==> config.mk <==
export PLATFORM = sky130hd
export DESIGN_NAME = e203_exu_lpwb_arb
export DESIGN_NICKNAME = d
export VERILOG_FILES = /design/src/rtl/e203_exu_lpwb_arb_pkg.sv /design/src/rtl/e203_exu_lpwb_obuf.sv /design/src/rtl/e203_exu_lpwb_arb.sv
export SDC_FILE = /design/constraint.sdc
export NUM_CORES = 1
export LEC_CHECK = 0
export ABC_AREA = 1
export BUFFER_PORTS_ARGS = -buffer_cell sky130_fd_sc_hd__buf_4
export CAP_MARGIN = 20
export CORE_MARGIN = 2
export CORE_UTILIZATION = 36
export CTS_CLUSTER_DIAMETER = 200
export DETAILED_ROUTE_END_ITERATION = 8
export GPL_TIMING_DRIVEN = 0
export PLACE_DENSITY_LB_ADDON = 0.25
export SLEW_MARGIN = 20
export SYNTH_ARGS = -nofsm -noshare
export SYNTH_HDL_FRONTEND = slang
export SYNTH_SLANG_ARGS = --single-unit
==> constraint.sdc <==
create_clock -name clk -period 2.15 [get_ports clk]
set_clock_uncertainty 0.05 [all_clocks]
set_input_delay 0.43 -clock clk [delete_from_list [all_inputs] [get_ports clk]]
set_output_delay 0.43 -clock clk [all_outputs]
set_load 0.02 [all_outputs]
==> src/rtl/e203_exu_lpwb_arb_pkg.sv <==
// Shared sizes, source indices and output-buffer state encoding for the long-pipe write-back arbiter.
package e203_exu_lpwb_arb_pkg;

  localparam int unsigned LPWB_N_SRC   = 3;
  localparam int unsigned LPWB_ITAG_W  = 2;
  localparam int unsigned LPWB_XLEN    = 32;
  localparam int unsigned LPWB_RFIDX_W = 5;
  localparam int unsigned LPWB_STALL_W = 8;

  localparam int unsigned LPWB_SRC_LSU    = 0;
  localparam int unsigned LPWB_SRC_MULDIV = 1;
  localparam int unsigned LPWB_SRC_NICE   = 2;

  typedef enum logic [1:0] {
    LPWB_EMPTY    = 2'd0,
    LPWB_FULL_WB  = 2'd1,
    LPWB_FULL_EXC = 2'd2
  } lpwb_state_e;

endpackage

==> src/rtl/e203_exu_lpwb_obuf.sv <==
// One-entry output buffer feeding the regfile write-back port or the exception port.
module e203_exu_lpwb_obuf
  import e203_exu_lpwb_arb_pkg::*;
#(
  parameter int unsigned XLEN    = LPWB_XLEN,
  parameter int unsigned RFIDX_W = LPWB_RFIDX_W
) (
  input  logic               clk,
  input  logic               rst_n,
  input  logic               load,
  input  logic               load_err,
  input  logic [XLEN-1:0]    load_wdat,
  input  logic [RFIDX_W-1:0] load_rdidx,
  input  logic [XLEN-1:0]    load_pc,
  output logic               can_load_c,
  output logic               wbck_o_valid,
  input  logic               wbck_o_ready,
  output logic [XLEN-1:0]    wbck_o_wdat,
  output logic [RFIDX_W-1:0] wbck_o_rdidx,
  output logic               excp_o_valid,
  input  logic               excp_o_ready,
  output logic [XLEN-1:0]    excp_o_pc
);

  lpwb_state_e state;
  logic        drain_c;

  // Entry leaves this cycle when its consumer accepts; a refill may land in the same cycle.
  always_comb begin
    drain_c    = ((state == LPWB_FULL_WB)  & wbck_o_ready) |
                 ((state == LPWB_FULL_EXC) & excp_o_ready);
    can_load_c = (state == LPWB_EMPTY) | drain_c;
  end

  // Buffer state, registered valids and held payload; load is only raised when can_load_c is set.
  always_ff @(posedge clk or negedge rst_n) begin
    if (!rst_n) begin
      state        <= LPWB_EMPTY;
      wbck_o_valid <= 1'b0;
      excp_o_valid <= 1'b0;
      wbck_o_wdat  <= '0;
      wbck_o_rdidx <= '0;
      excp_o_pc    <= '0;
    end else if (load) begin
      if (load_err) begin
        state        <= LPWB_FULL_EXC;
        wbck_o_valid <= 1'b0;
        excp_o_valid <= 1'b1;
        excp_o_pc    <= load_pc;
      end else begin
        state        <= LPWB_FULL_WB;
        wbck_o_valid <= 1'b1;
        excp_o_valid <= 1'b0;
        wbck_o_wdat  <= load_wdat;
        wbck_o_rdidx <= load_rdidx;
      end
    end else if (drain_c) begin
      state        <= LPWB_EMPTY;
      wbck_o_valid <= 1'b0;
      excp_o_valid <= 1'b0;
    end
  end

endmodule

==> src/rtl/e203_exu_lpwb_arb.sv <==
// In-order long-pipe completion arbiter: only the completion tagged with the OITF head may retire.
module e203_exu_lpwb_arb
  import e203_exu_lpwb_arb_pkg::*;
#(
  parameter int unsigned N_SRC   = LPWB_N_SRC,
  parameter int unsigned ITAG_W  = LPWB_ITAG_W,
  parameter int unsigned XLEN    = LPWB_XLEN,
  parameter int unsigned RFIDX_W = LPWB_RFIDX_W,
  parameter int unsigned STALL_W = LPWB_STALL_W
) (
  input  logic                       clk,
  input  logic                       rst_n,
  input  logic [N_SRC-1:0]           src_i_valid,
  output logic [N_SRC-1:0]           src_i_ready,
  input  logic [N_SRC*ITAG_W-1:0]    src_i_itag,
  input  logic [N_SRC-1:0]           src_i_rdwen,
  input  logic [N_SRC*RFIDX_W-1:0]   src_i_rdidx,
  input  logic [N_SRC*XLEN-1:0]      src_i_wdat,
  input  logic [N_SRC-1:0]           src_i_err,
  input  logic [N_SRC*XLEN-1:0]      src_i_pc,
  input  logic                       oitf_empty,
  input  logic [ITAG_W-1:0]          oitf_ret_ptr,
  output logic                       oitf_ret_ena,
  output logic                       wbck_o_valid,
  input  logic                       wbck_o_ready,
  output logic [XLEN-1:0]            wbck_o_wdat,
  output logic [RFIDX_W-1:0]         wbck_o_rdidx,
  output logic                       excp_o_valid,
  input  logic                       excp_o_ready,
  output logic [XLEN-1:0]            excp_o_pc,
  output logic                       stall_sat
);

  localparam logic [STALL_W-1:0] CNT_MAX = '1;

  logic [N_SRC-1:0]   cand;
  logic [N_SRC-1:0]   win_oh;
  logic               win_any;
  logic               win_rdwen;
  logic               win_err;
  logic [RFIDX_W-1:0] win_rdidx;
  logic [XLEN-1:0]    win_wdat;
  logic [XLEN-1:0]    win_pc;
  logic               win_bypass;
  logic               win_ready;
  logic               buf_load;
  logic               can_load_c;
  logic [STALL_W-1:0] stall_cnt;
  logic [STALL_W-1:0] stall_cnt_nxt;

  // Tag match against the OITF head; nothing matches while the OITF is empty.
  always_comb begin
    cand = '0;
    for (int i = 0; i < int'(N_SRC); i++) begin
      cand[i] = src_i_valid[i] & (src_i_itag[i*ITAG_W +: ITAG_W] == oitf_ret_ptr) & ~oitf_empty;
    end
  end

  // Fixed priority, lowest index wins: scan downwards so the last hit is the lowest.
  always_comb begin
    win_oh    = '0;
    win_any   = 1'b0;
    win_rdwen = 1'b0;
    win_err   = 1'b0;
    win_rdidx = '0;
    win_wdat  = '0;
    win_pc    = '0;
    for (int i = int'(N_SRC) - 1; i >= 0; i--) begin
      if (cand[i]) begin
        win_oh    = N_SRC'(1) << i;
        win_any   = 1'b1;
        win_rdwen = src_i_rdwen[i];
        win_err   = src_i_err[i];
        win_rdidx = src_i_rdidx[i*RFIDX_W +: RFIDX_W];
        win_wdat  = src_i_wdat[i*XLEN +: XLEN];
        win_pc    = src_i_pc[i*XLEN +: XLEN];
      end
    end
  end

  // Completions with nothing to write and no exception retire directly, ignoring buffer occupancy.
  always_comb begin
    win_bypass   = ~win_rdwen & ~win_err;
    win_ready    = win_bypass | can_load_c;
    src_i_ready  = win_oh & {N_SRC{win_ready}};
    oitf_ret_ena = win_any & win_ready;
    buf_load     = oitf_ret_ena & ~win_bypass;
  end

  e203_exu_lpwb_obuf #(
    .XLEN    (XLEN),
    .RFIDX_W (RFIDX_W)
  ) u_obuf (
    .clk          (clk),
    .rst_n        (rst_n),
    .load         (buf_load),
    .load_err     (win_err),
    .load_wdat    (win_wdat),
    .load_rdidx   (win_rdidx),
    .load_pc      (win_pc),
    .can_load_c   (can_load_c),
    .wbck_o_valid (wbck_o_valid),
    .wbck_o_ready (wbck_o_ready),
    .wbck_o_wdat  (wbck_o_wdat),
    .wbck_o_rdidx (wbck_o_rdidx),
    .excp_o_valid (excp_o_valid),
    .excp_o_ready (excp_o_ready),
    .excp_o_pc    (excp_o_pc)
  );

  // Head-of-line watchdog: counts cycles with work outstanding but no matching completion.
  always_comb begin
    stall_cnt_nxt = stall_cnt;
    if (oitf_empty | oitf_ret_ena) begin
      stall_cnt_nxt = '0;
    end else if (~|cand && (stall_cnt != CNT_MAX)) begin
      stall_cnt_nxt = stall_cnt + STALL_W'(1);
    end
  end

  // Counter and its saturation flag, registered together so the flag tracks the count exactly.
  always_ff @(posedge clk or negedge rst_n) begin
    if (!rst_n) begin
      stall_cnt <= '0;
      stall_sat <= 1'b0;
    end else begin
      stall_cnt <= stall_cnt_nxt;
      stall_sat <= (stall_cnt_nxt == CNT_MAX);
    end
  end

endmodule

## Yosys cells after proc, flatten, opt, wreduce, memory -nomap -nowiden

Cells that the tools add are included.

- Flip-flop bits (word level): 82
- Input port bits: 229
- Output and inout port bits: 76
- Word-level logic and storage cells: 74

- Reduce and logical (&&, ||, !) cells: 7
- Bitwise operators: 20
- Eq/ne operators: 7
- Add/subtract/negate cells: 1
- Mux-type cells: 31

Operators by type and width:

| operator | number |
|---|---|
| $mux W32 | 6 |
| $mux W8 | 2 |
| $mux W5 | 3 |
| $mux W1 | 14 |
| $and A1 B1 Y1 | 11 |
| $mux W3 | 3 |
| $add A8 B1 Y8 const B | 1 |
| $eq A8 B8 Y1 const B | 1 |
| $ne A8 B8 Y1 const B | 1 |
| $eq A2 B2 Y1 | 3 |
| $mux W2 | 3 |
| $not A1 Y1 | 4 |
| $or A1 B1 Y1 | 4 |
| $reduce_and A2 Y1 | 2 |
| $and A3 B3 Y3 | 1 |
| $reduce_or A3 Y1 | 1 |
| $eq A2 B1 Y1 const B | 1 |
| $eq A2 B2 Y1 const B | 1 |
| $logic_not A2 Y1 | 1 |
| $reduce_bool A2 Y1 | 1 |
| $logic_and A1 B1 Y1 | 1 |
| $logic_not A1 Y1 | 1 |

## Logic depth before layout (Yosys ltp)

Gate-level depths: netlist of run 1.

- Depth after elaboration: 13
- Mapped depth: 17
- Mapped depth without buffers: 15

## Hierarchy

Synthesis of run 1 repeated with hierarchy kept, for this count alone.

- Cells, all modules: 749
- Area, all modules: 4984.8 um^2

By module, submodules not included:

| module | instances | seq. area each (um^2) | area each (um^2) | cells each |
|---|---|---|---|---|
| e203_exu_lpwb_obuf | 1 | 1776.7 | 2895.3 | 308 |
| e203_exu_lpwb_arb | 1 | 225.2 | 2089.5 | 441 |

## Least setup slack after synthesis of run 1

No wires, ideal clock.

- Path kind: input to output
- Start: in oitf_empty
- End: out src_i_ready[1]
- Required time: 1670 ps
- Arrival time: 1843 ps
- Buffers on the path: 0
- Slack: -173 ps
- Cell stages on the path: 11
- Cells stage by stage: inv_1 nand2_1 nor2_1 nand3_1 nand2_2 nor2_1 nor2_4 nand2_2 nand2_2 inv_1 nor3_1

- Longest elaborated chain between the ends: 9
- Elaborated cells between the ends (all ways): 17
- Classes of those cells: mux (8); bitwise (9)

Ends and longest elaborated chain:

| item | line | text |
|---|---|---|
| start, declared | e203_exu_lpwb_arb.sv:21 | `input logic oitf_empty,` |
| $not A1 Y1 (*) | e203_exu_lpwb_arb.sv:55 | `cand[i] = src_i_valid[i] & (src_i_itag[i*ITAG_W +: ITAG_W] == oitf_ret_ptr) & ~oitf_empty;` |
| $and A1 B1 Y1 | e203_exu_lpwb_arb.sv:55 |  |
| $mux W1 (3 in series) | e203_exu_lpwb_arb.sv:69 | `if (cand[i]) begin` |
| $not A1 Y1 (on tied branches) | - |  |
| $and A1 B1 Y1 | e203_exu_lpwb_arb.sv:83 | `win_bypass = ~win_rdwen & ~win_err;` |
| $or A1 B1 Y1 | e203_exu_lpwb_arb.sv:84 | `win_ready = win_bypass \| can_load_c;` |
| $and A3 B3 Y3 (*) | e203_exu_lpwb_arb.sv:85 | `src_i_ready = win_oh & {N_SRC{win_ready}};` |
| end, declared | e203_exu_lpwb_arb.sv:14 | `output logic [N_SRC-1:0] src_i_ready,` |

Mark *: on every way between the ends. The rest lies on a longest branch, timed or not.

## Worst setup path in the final report of run 1

- Start: in oitf_ret_ptr[1]
- End: out src_i_ready[0]

- Longest elaborated chain between the ends: 10
- Elaborated cells between the ends (all ways): 22
- Classes of those cells: eq/ne (3); mux (8); bitwise (11)

Ends and longest elaborated chain:

| item | line | text |
|---|---|---|
| start, declared | e203_exu_lpwb_arb.sv:22 | `input logic [ITAG_W-1:0] oitf_ret_ptr,` |
| $eq A2 B2 Y1 | e203_exu_lpwb_arb.sv:55 |  |
| $and A1 B1 Y1 (2 in series) | e203_exu_lpwb_arb.sv:55 |  |
| $mux W1 (3 in series) | e203_exu_lpwb_arb.sv:69 |  |
| $not A1 Y1 (on tied branches) | - |  |
| $and A1 B1 Y1 | e203_exu_lpwb_arb.sv:83 |  |
| $or A1 B1 Y1 | e203_exu_lpwb_arb.sv:84 |  |
| $and A3 B3 Y3 (*) | e203_exu_lpwb_arb.sv:85 |  |

Marks and branches as above.

==> results.md, run 1 <==
- Routed Antenna Nets: 0
- Post-Layout Cell Count: 1185
- Post-DR wirelength/cell: 15.13 um
- Layout cell share with drive strength beyond 1: a little over two fifths
- Most common cell after layout, fill and taps aside: buf_4
- Root Driver: clkbuf_16
- Final Hold Viols: 0
- Final count of pins violating max slew: 0
- Sink Count: 80
- Type of the most critical hold path: input pin to async pin
- Pin count of the biggest net entering global routing: about 80
- Rel. slew slack: a little under 50%
- Yosys top cell area share: around 42%
- Largest fanout on the critical path: 5
- Total Routed Length: around 18 mm
- CP Launch Point: oitf_ret_ptr[1]
- Chip Height: about 120 um
- Worst Setup Start Kind: input pin
- Synthesized flop and latch total: 80
- CP Data Arrival Time: about 1.7 ns
- Kind of end point of the critical path: primary output
- # IOs: ~300
- Power Density: 667.3 nW/um2
- Failing checks: negative setup slack
- Distinct cells, synth: 26
- DP HPWL: approximately 13 mm
- Slowest cell on the critical path: buf_4
- Static Leakage: approximately 4.4 nW
- Syn_nets: around 900
- RD Place Congestion: between 0.8 and 0.9
- Yosys warns: 0
- Die Area: between 10000 and 15000 um2
- Drt first-iter violations: approximately 250
- Initial antenna violation count: 0
- Port Buffers: between 300 and 400
- RSZ-0062 raised after global routing: yes
- Crit-path leading delay family: simple AND/OR/NAND/NOR gates
- Vias in the first global route: about 5500
- CTS tree: yes
- RR Startpoint: stall_cnt[1]$_DFF_PN0_
- Core area: 13090 um2
- Min Tclk post-route: 2.172 ns
- Via/cell ratio: slightly below 5
- DRC: 0
- Row cnt: 42
- Sequential share of the synthesized area: 42.04%
- FMAX: roughly 460 MHz
- PnR worst setup slack: -0.02219 ns
- Final global-route overflow total: 0
- Crit path kind: input pin to primary output
- Initial core utilization: 36.39%
- VDD IR max: roughly 0.00045 V
- Fill count: approximately 1200
- Slowest stage delay, CP: around 0.17 ns
- Pwr Total: 5.406 mW
- First-pass GRT wire length: roughly 28 mm
- Synthesized area per cell: 7.076 um2
- Cts bufs inserted: 9
- Clk slew on worst S/H paths: about 0.060 ns
- # diodes: 0
- Setup Viol. Count Final: 3
- Global-route usage over all layers: about 25%
- Final setup TNS: -0.04721 ns
- Most frequent cells in the layout: buf_4 (311), nand2_1 (259), dfrtp_1 (80)
- Synthesized area: approximately 4800 um2
- CP Data Required Time: 1.67 ns
- Synth area leaders: dfrtp_1 (42%), nand2_1 (21%), a221oi_1 (6.8%)
- # H-tree levels: 3
- MaxCap Viol Count: 0
- Status: finished with violations
- Final period util: 101.0%
- Post-Route Utilization: 61.91%
- Vias: approximately 5700
- Chip width: about 120 um
- Worst skew pair latency: 0.34 ns
- # nets final: around 1200
- Post-Synthesis Cells: 673
- Dpl cells: about 1200
- Worst-margin pin slew: between 0.7 and 0.8 ns
- Worst path cell trace: buf_12 > nand2_1 > nand3_2 > nor2_4 > nand3_2 > nand2_2 > nor2_4 > nand2_2 > nand2_4 > inv_4 > nor2_1 > buf_4
- Maximum clock path buffer count: 2
- Setup Slack @ Placement: -0.7021 ns
- Area growth, synth to finish: 70.13%
- Synth area leader: dfrtp_1
- Crit path buffers/inverters: 3
- Number of iterations in the first detailed-routing pass: 5
cell type report:
cell class | count | area [um2] | area share (%)
buffer | 37 | 215.2 | 2.656
clock buffer | 11 | 252.7 | 3.120
clock inverter | 5 | 78.83 | 0.9730
inverter | 71 | 296.5 | 3.660
multi-input combinational | 485 | 2575 | 31.78
sequential | 80 | 2002 | 24.71
tap | 176 | 220.2 | 2.718
timing repair buffer | 320 | 2461 | 30.38
worst paths after layout:
check,slack [ns],cells after the start,endpoint
min in group clk,0.34,3,u_obuf.wbck_o_wdat[14]$_DFFE_PN0P_
worst min-delay path,0.08,1,u_obuf.excp_o_pc[3]$_DFFE_PN0P_
worst max-delay path,-0.02,12,src_i_ready[0]
worst min register to register,0.42,2,u_obuf.excp_o_pc[14]$_DFFE_PN0P_
worst max register to register,0.27,12,stall_sat$_DFF_PN0_
max in group asynchronous,1.44,1,u_obuf.wbck_o_wdat[12]$_DFFE_PN0P_
worst reg2reg max path: stages (launching register included):
cell and delay, ns:
dfrtp_1 0.38, ha_2 0.22, nand2_1 0.06, inv_1 0.05, nand3_1 0.09, inv_1 0.09
nand3_2 0.10, nand3_2 0.12, clkbuf_4 0.21, nand2_1 0.06, o21ai_1 0.10, nand4_1 0.11
nor3_1 0.17
report_power, final:
| part | switching [mW] | internal (mW) | total, mW | leakage (nW) |
|---|---|---|---|---|
| combinational | 0.958 | 0.837 | 1.80 | 3.12 |
| sequential | 0.138 | 1.74 | 1.88 | 1.09 |
| clock | 0.649 | 1.08 | 1.73 | 0.165 |
| total | 1.75 | 3.66 | 5.41 | 4.38 |
per-stage QoR:
stage,hold slack [ns],cell area (um2)
2_1_floorplan,0.08441,4783
3_3_place_gp,0.4048,7286
3_5_place_dp,0.4092,7286
4_1_cts,0.2707,7846
5_1_grt,0.1484,8102
6_report,0.07546,8102
sequential cells by signal (all words and copies together) (netlist names):
register and cells:
u_obuf.wbck_o_wdat 32, u_obuf.wbck_o_rdidx 5, stall_sat 1, u_obuf.excp_o_pc 32, stall_cnt 8, u_obuf.state 2
cells by family after synthesis:
logic type | after synthesis | share of synthesized area, %
xor gates and xnor gates | 6 | 1.104
DFF | 80 | 42.04
adders and majority gates | 1 | 0.2627
and+or+nand+nor | 395 | 33.60
buffers and inverters | 108 | 9.774
AOI/OAI and AO/OA | 83 | 13.22
what timing repair did:
item,4_1_cts,5_1_grt
hold buffers,0,0
buffers inserted,12,4
setup endpoints to repair,67,65
gates resized for setup,45,62
pin swaps,17,23
cell usage after synthesis, drive strengths merged:
| library cell | count |
|---|---|
| nand2 | 276 |
| dfrtp | 80 |
| inv | 71 |
| nor2 | 62 |
| nand3 | 48 |
| o21ai | 44 |
| a221oi | 37 |
| buf | 19 |
| clkbuf | 18 |
| nand4 | 5 |
| nor3 | 4 |
| xnor2 | 4 |
| xor2 | 2 |
| a21oi | 1 |
| a22o | 1 |
| ha | 1 |
per-layer routing:
layer,GRT usage (%),vias to the layer above,share of wire [%]
met5,0,-,0
met4,7.589,0,2.1
met3,5.268,30,6.4
met2,42.35,222,50
met1,30.82,2659,41
li1,-,2830,-
No activity file was read; power rests on OpenSTA's default activity.
==> inputs of run 2 (changes only) <==
Settings changed: CORE_ASPECT_RATIO set to 1.4, SYNTH_HIERARCHICAL set to 1.
==> results.md, run 2 <==
- Number of iterations in the first detailed-routing pass: 4
- CTS tree: yes
- Final global-route overflow total: 0
- Rel. slew slack: 50.69%
- MaxCap Viol Count: 0
- Drt first-iter violations: 158
- Yosys warns: 6
- Worst-margin pin slew: ~0.74 ns
- Vias: 6075
- DRC: 0
- Post-DR wirelength/cell: around 15 um
- VDD IR max: 0.0003830 V
- # diodes: 0
- Placed Instance Area: around 7600 um2
- RD Place Congestion: 0.8434
- Post-Synthesis Cells: roughly 750
- Failing checks: negative setup slack
- R2r worst-path depth: 14
- Synthesized area: ~5000 um2
- CP Data Arrival Time: approximately 1.7 ns
- Yosys top cell area share: 40.16%
- # IOs: 305
- Sequential share of the synthesized area: roughly two fifths
- R2R Path End: u_obuf/wbck_o_wdat[1]$_DFFE_PN0P_
- Routed Antenna Nets: 0
- # nets final: 1314
- Top-count cell post-synth: nand2_1
- Min Tclk post-route: about 2.2 ns
- Worst Setup Start Kind: input pin
- FMAX: around 460 MHz
- Kind of end point of the critical path: primary output
- RSZ-0062 raised after global routing: yes
- CP Launch Point: src_i_itag[0]
- Crit path kind: input pin to primary output
- Die Area: 14820 um2
- Synth area leaders: dfrtp_1 (40%), nand2_1 (26%), nand3_1 (12%)
- Syn_nets: 979
- Sink Count: 80
- Worst hold margin: a little over 0.07 ns
- Biggest regs: u_obuf/excp_o_pc: 32 flops, u_obuf/wbck_o_wdat: 32 flops, stall_cnt: 8 flops
- Final period util: 101.4%
- Distinct cells, synth: 31
- Power Density: 610.4 nW/um2
- Post-Route Utilization: about 64%
- Setup Slack @ Placement: -0.7887 ns
- Vias in the first global route: ~5800
- Clk slew on worst S/H paths: 0.06 ns
- CP endpoint: src_i_ready[2]
- Number of flops mapped to enable cells by yosys: 0
- Root Driver: clkbuf_16
- Post-route design area: around 8700 um2
- Chip width: roughly 100 um
- Worst skew pair latency: around 0.34 ns
- Top cells by count, synth: nand2_1 (350), nand3_1 (115), dfrtp_1 (80), inv_1 (65), clkbuf_1 (26)
- Status: finished with violations
- Maximum clock path buffer count: 2
- Static Leakage: ~4.6 nW
- Post-synth ARST share: 100.0%
- Chip Height: 143.2 um
- FF-to-FF setup slack: 0.07 ns
- RR Startpoint: u_obuf/state[0]$_DFFE_PN0P_
- CP Data Required Time: around 1.7 ns
- Type of the most critical hold path: input pin to async pin
- Layout cell share with drive strength beyond 1: between 40% and 50%
- # H-tree levels: 3
- Final count of pins violating max slew: 0
- Via/cell ratio: ~4.8
- Most common cell after layout, fill and taps aside: buf_4
- Total Routed Length: around 19 mm
- PnR worst setup slack: -0.03074 ns
- Most frequent cells in the layout: buf_4 (316), nand2_1 (305), nand3_1 (110)
- Ys flop type: dfrtp_1
- Pin count of the biggest net entering global routing: 81
- Core area: approximately 13000 um2
- Synth area leader: dfrtp_1
- Fill count: ~1200
- Setup Viol. Count Final: 12
- First-pass GRT wire length: ~28 mm
- Area growth, synth to finish: 73.57%
- Synthesized flop and latch total: 80
- Initial antenna violation count: 0
- Row cnt: 50
- Final Hold Viols: 0
- Port Buffers: approximately 300
- DP HPWL: ~14 mm
- Cts bufs inserted: 9
- Initial core utilization: a little under two fifths
- Largest fanout on the critical path: 6
- Global-route usage over all layers: roughly 24%
- Synthesized area per cell: 6.655 um2
[run 2: cell count changes in the layout (fill, tap and decap cells not counted), moves of 15 or more]
cell      before  now
a221oi_1      37    0
nand3_1       36  110
nand2_4        6   25
nor2_1        48   10
nand2_1      259  305
nand2_2        9   24
[run 2: logic make-up after synthesis]
kind of cell,share of synthesized area (%)
AO/OA/AOI/OAI,6.225
XOR/XNOR,0.8787
adder cells (fa/ha/maj),0.2510
buffers and inverters,9.638
flip-flops,40.16
multiplexers,0.2259
AND/OR/NAND/NOR,42.62
[run 2: worst max-delay path: stages]
cell     delay, ns
buf_8         0.10
inv_4         0.04
nand2_4       0.08
nand3_4       0.08
nor2_4        0.14
buf_12        0.14
nor2_4        0.04
nor2_2        0.14
nand2_4       0.09
buf_6         0.14
a21oi_2       0.13
buf_6         0.14
[run 2: worst min-delay path by stage]
stage | start | to | slack, ns | cells past startpoint
after floorplan | rst_n | stall_cnt[0]$_DFF_PN0_ | 0.08 | 0
after CTS | rst_n | u_obuf/wbck_o_wdat[23]$_DFFE_PN0P_ | 0.26 | 1
after global routing | rst_n | u_obuf/wbck_o_wdat[23]$_DFFE_PN0P_ | 0.13 | 1
final | rst_n | u_obuf/wbck_o_wdat[23]$_DFFE_PN0P_ | 0.07 | 1
after detailed placement | u_obuf/excp_o_pc[13]$_DFFE_PN0P_ | u_obuf/excp_o_pc[13]$_DFFE_PN0P_ | 0.41 | 2
after global placement | u_obuf/excp_o_pc[22]$_DFFE_PN0P_ | u_obuf/excp_o_pc[22]$_DFFE_PN0P_ | 0.40 | 2
[run 2: area by class of cell]
cell class	instances	area (um2)	area share, %
well taps	182	227.7	2.632
flip-flops and latches	80	2002	23.14
clock buffers	11	252.7	2.921
clock inverters	5	78.83	0.9111
inverters	70	310.3	3.586
repair buffers	329	2619	30.27
plain buffers	36	271.5	3.138
multi-input cells	558	2890	33.41
[run 2: metal layers]
layer  global-route usage, %  share of wire [%]  up-vias  wire (um)
met5                       0                  0        -          0
met4                   11.98                3.8        0        726
met3                   4.014                6.1       51       1174
met2                   42.75                 53      240      10100
met1                   28.47                 37     2778       7171
li1                        -                  -     3006          -
[run 2: report_power, final]
group | total, mW | switching [mW] | internal, mW | leakage (nW)
sequential | 1.85 | 0.158 | 1.69 | 1.10
combinational | 1.73 | 0.891 | 0.838 | 3.33
clock | 1.70 | 0.622 | 1.08 | 0.165
[run 2: per-stage QoR]
step            TNS, ns  power (mW)  std cells
2_1_floorplan    -6.807       2.536        749
3_3_place_gp     -41.67       3.331       1235
3_5_place_dp     -43.44       3.354       1235
4_1_cts         -0.5446       5.106       1263
5_1_grt          -2.853       5.545       1271
6_report       -0.09984       5.282       1271
[run 2: timing repair]
item | in CTS | in global routing
gates cloned | 0 | 4
pin swaps | 5 | 12
hold buffers | 0 | 0
setup endpoints to repair | 75 | 73
resized for setup | 31 | 121
buffers inserted | 13 | 8
==> inputs of run 3 (changes only) <==
Settings changed: CTS_BUF_LIST set to sky130_fd_sc_hd__clkbuf_2 sky130_fd_sc_hd__clkbuf_4 sky130_fd_sc_hd__clkbuf_8, MAX_ROUTING_LAYER set to met4.
==> results.md, run 3 (same netlist as run 2, synthesis figures left out) <==
- Status: finished with violations
- Failing checks: negative setup slack
- Row cnt: 50
- PnR worst setup slack: -0.07093 ns
- Most used cell, CP: nor2_4
- Rel. slew slack: between 50 and 60%
- Global-route usage over all layers: 25.73%
- Layout cell share with drive strength beyond 1: approximately two fifths
- Post-Layout Cell Count: around 1300
- DP HPWL: about 14 mm
- Worst-margin pin slew: roughly 0.73 ns
- Type of the most critical hold path: input pin to async pin
- Core area: 13450 um2
- Cell internal pwr: 3.208 mW
- Pin count of the biggest net entering global routing: ~80
- Final period util: 103.3%
- Crit-path leading delay family: simple AND/OR/NAND/NOR gates
- VDD IR max: 0.0003033 V
- Power Density: approximately 570 nW/um2
- Die Area: roughly 15000 um2
- Post-DR wirelength/cell: roughly 15 um
- Drt first-iter violations: 195
- WP depth: 14
- Slowest stage delay, CP: ~0.16 ns
- Number of iterations in the first detailed-routing pass: 5
- Slowest cell on the critical path: nor2_4
- Final global-route overflow total: 0
- Post-Route Utilization: 61.80%
- Most frequent cells in the layout: nand2_1 (326), buf_4 (319), nand3_1 (111)
- Initial core utilization: between 30% and 40%
- Post-CTS Hold Fix Bufs: 0
- Final count of pins violating max slew: 0
- Most common cell after layout, fill and taps aside: nand2_1
- RR Startpoint: u_obuf/state[0]$_DFFE_PN0P_
- Crit path kind: input pin to primary output
- Crit path buffers/inverters: 5
- # IOs: between 300 and 400
- Worst Setup Start Kind: input pin
- Sequential power share: 38.0%
- Dpl cells: around 1200
- Static Leakage: approximately 4.4 nW
- MaxCap Viol Count: 0
- Worst hold margin: roughly 0.037 ns
- RSZ-0062 raised after global routing: yes
- # diodes: 0
- CP Data Arrival Time: 1.74 ns
- DRC: 0
- Total Routed Length: 18.96 mm
- Worst path cell trace: buf_4 > inv_1 > nand2_1 > nand3_1 > nor2_4 > nand3_2 > nor2_4 > nor2_4 > nand2_2 > nand2_2 > nand2_4 > inv_4 > buf_4 > buf_6
- Initial antenna violation count: 0
- Maximum clock path buffer count: 2
- Root Driver: clkbuf_8
- Min Tclk post-route: around 2.2 ns
- # nets final: roughly 1300
- CP Data Required Time: between 1.5 and 2 ns
- R2r worst-path depth: 15
- Cts bufs inserted: 9
- RD Place Congestion: 0.8565
- Area growth, synth to finish: 66.74%
- Sink Count: 80
- Routed Antenna Nets: 0
- FF-to-FF setup slack: about 0.030 ns
- Comb power frac: a little over a third
- Largest fanout on the critical path: 4
- FMAX: 450.3 MHz
- Clock power share: around 27%
- R2R Path End: u_obuf/wbck_o_wdat[29]$_DFFE_PN0P_
- Setup Viol. Count Final: 16
- Worst skew pair latency: 0.37 ns
- Vias in the first global route: approximately 6000
- Kind of end point of the critical path: primary output
- First-pass GRT wire length: between 20 and 30 mm
- CP endpoint: oitf_ret_ena
- Biggest regs: u_obuf/excp_o_pc: 32 flops, u_obuf/wbck_o_wdat: 32 flops, stall_cnt: 8 flops
- Chip width: about 100 um
- Port Buffers: approximately 300
- Vias: between 6000 and 7000
- # H-tree levels: 3
- Final Hold Viols: 0
- Chip Height: approximately 140 um
- Via/cell ratio: 4.766
- Clk slew on worst S/H paths: ~0.090 ns
- Switching Power: roughly 1.6 mW
- CP Launch Point: src_i_itag[5]
- Sw Ratio: 32.79%
- CTS tree: yes
## run 3: final cells by class
type                       count  area [um2]
buffer                        35       231.5
clock buffer                  11       151.4
tap                          182       227.7
inverter                      70       300.3
clock inverter                 5       78.83
timing repair buffer         331        2590
multi-input combinational    558        2730
fill                        1231        5139
sequential                    80        2002
## run 3: timing repair
action,CTS,global route
setup endpoints to repair,75,73
pin swaps,8,21
gates cloned,1,1
setup buffers,19,7
gates resized for setup,45,57
## run 3: worst min path at each step
stage / end / depth (start not counted) / startpoint
CTS: u_obuf/wbck_o_wdat[23]$_DFFE_PN0P_ / 1 / rst_n
global placement: u_obuf/excp_o_pc[22]$_DFFE_PN0P_ / 2 / u_obuf/excp_o_pc[22]$_DFFE_PN0P_
finish: u_obuf/wbck_o_wdat[23]$_DFFE_PN0P_ / 1 / rst_n
floorplan: stall_cnt[0]$_DFF_PN0_ / 0 / rst_n
global route: u_obuf/wbck_o_wdat[23]$_DFFE_PN0P_ / 1 / rst_n
detailed placement: u_obuf/excp_o_pc[13]$_DFFE_PN0P_ / 2 / u_obuf/excp_o_pc[13]$_DFFE_PN0P_
## run 3: power by group through the flow
stage               Sequential (mW)  Clock, mW  Combinational [mW]
floorplan                      2.05          0               0.484
global placement               1.82          0                1.51
detailed placement             1.83          0                1.52
CTS                            1.81       1.33                1.59
global route                   1.84       1.39                1.81
finish                         1.81       1.29                1.67
## run 3: through the flow
stage                     power [mW]  setup WS, ns  area [um2]  TNS (ns)
final                          4.774      -0.07093        8312   -0.5925
after detailed placement       3.354       -0.7887        7559    -43.44
after CTS                      4.727      -0.02186        8088   -0.1222
after floorplan                2.536       -0.2075        5049    -6.807
after global placement         3.331       -0.7562        7559    -41.67
after global routing           5.038       -0.1820        8312    -3.983
## run 3: per-layer routing
metal | GRT usage [%] | share of wire (%) | vias to the layer above | wire (um)
li1 | - | - | 3010 | -
met3 | 3.818 | 5.7 | 50 | 1081
met4 | 12.19 | 3.9 | 0 | 741
met2 | 43.87 | 52 | 222 | 9911
met1 | 29.10 | 38 | 2780 | 7225
met5 | - | 0 | - | 0
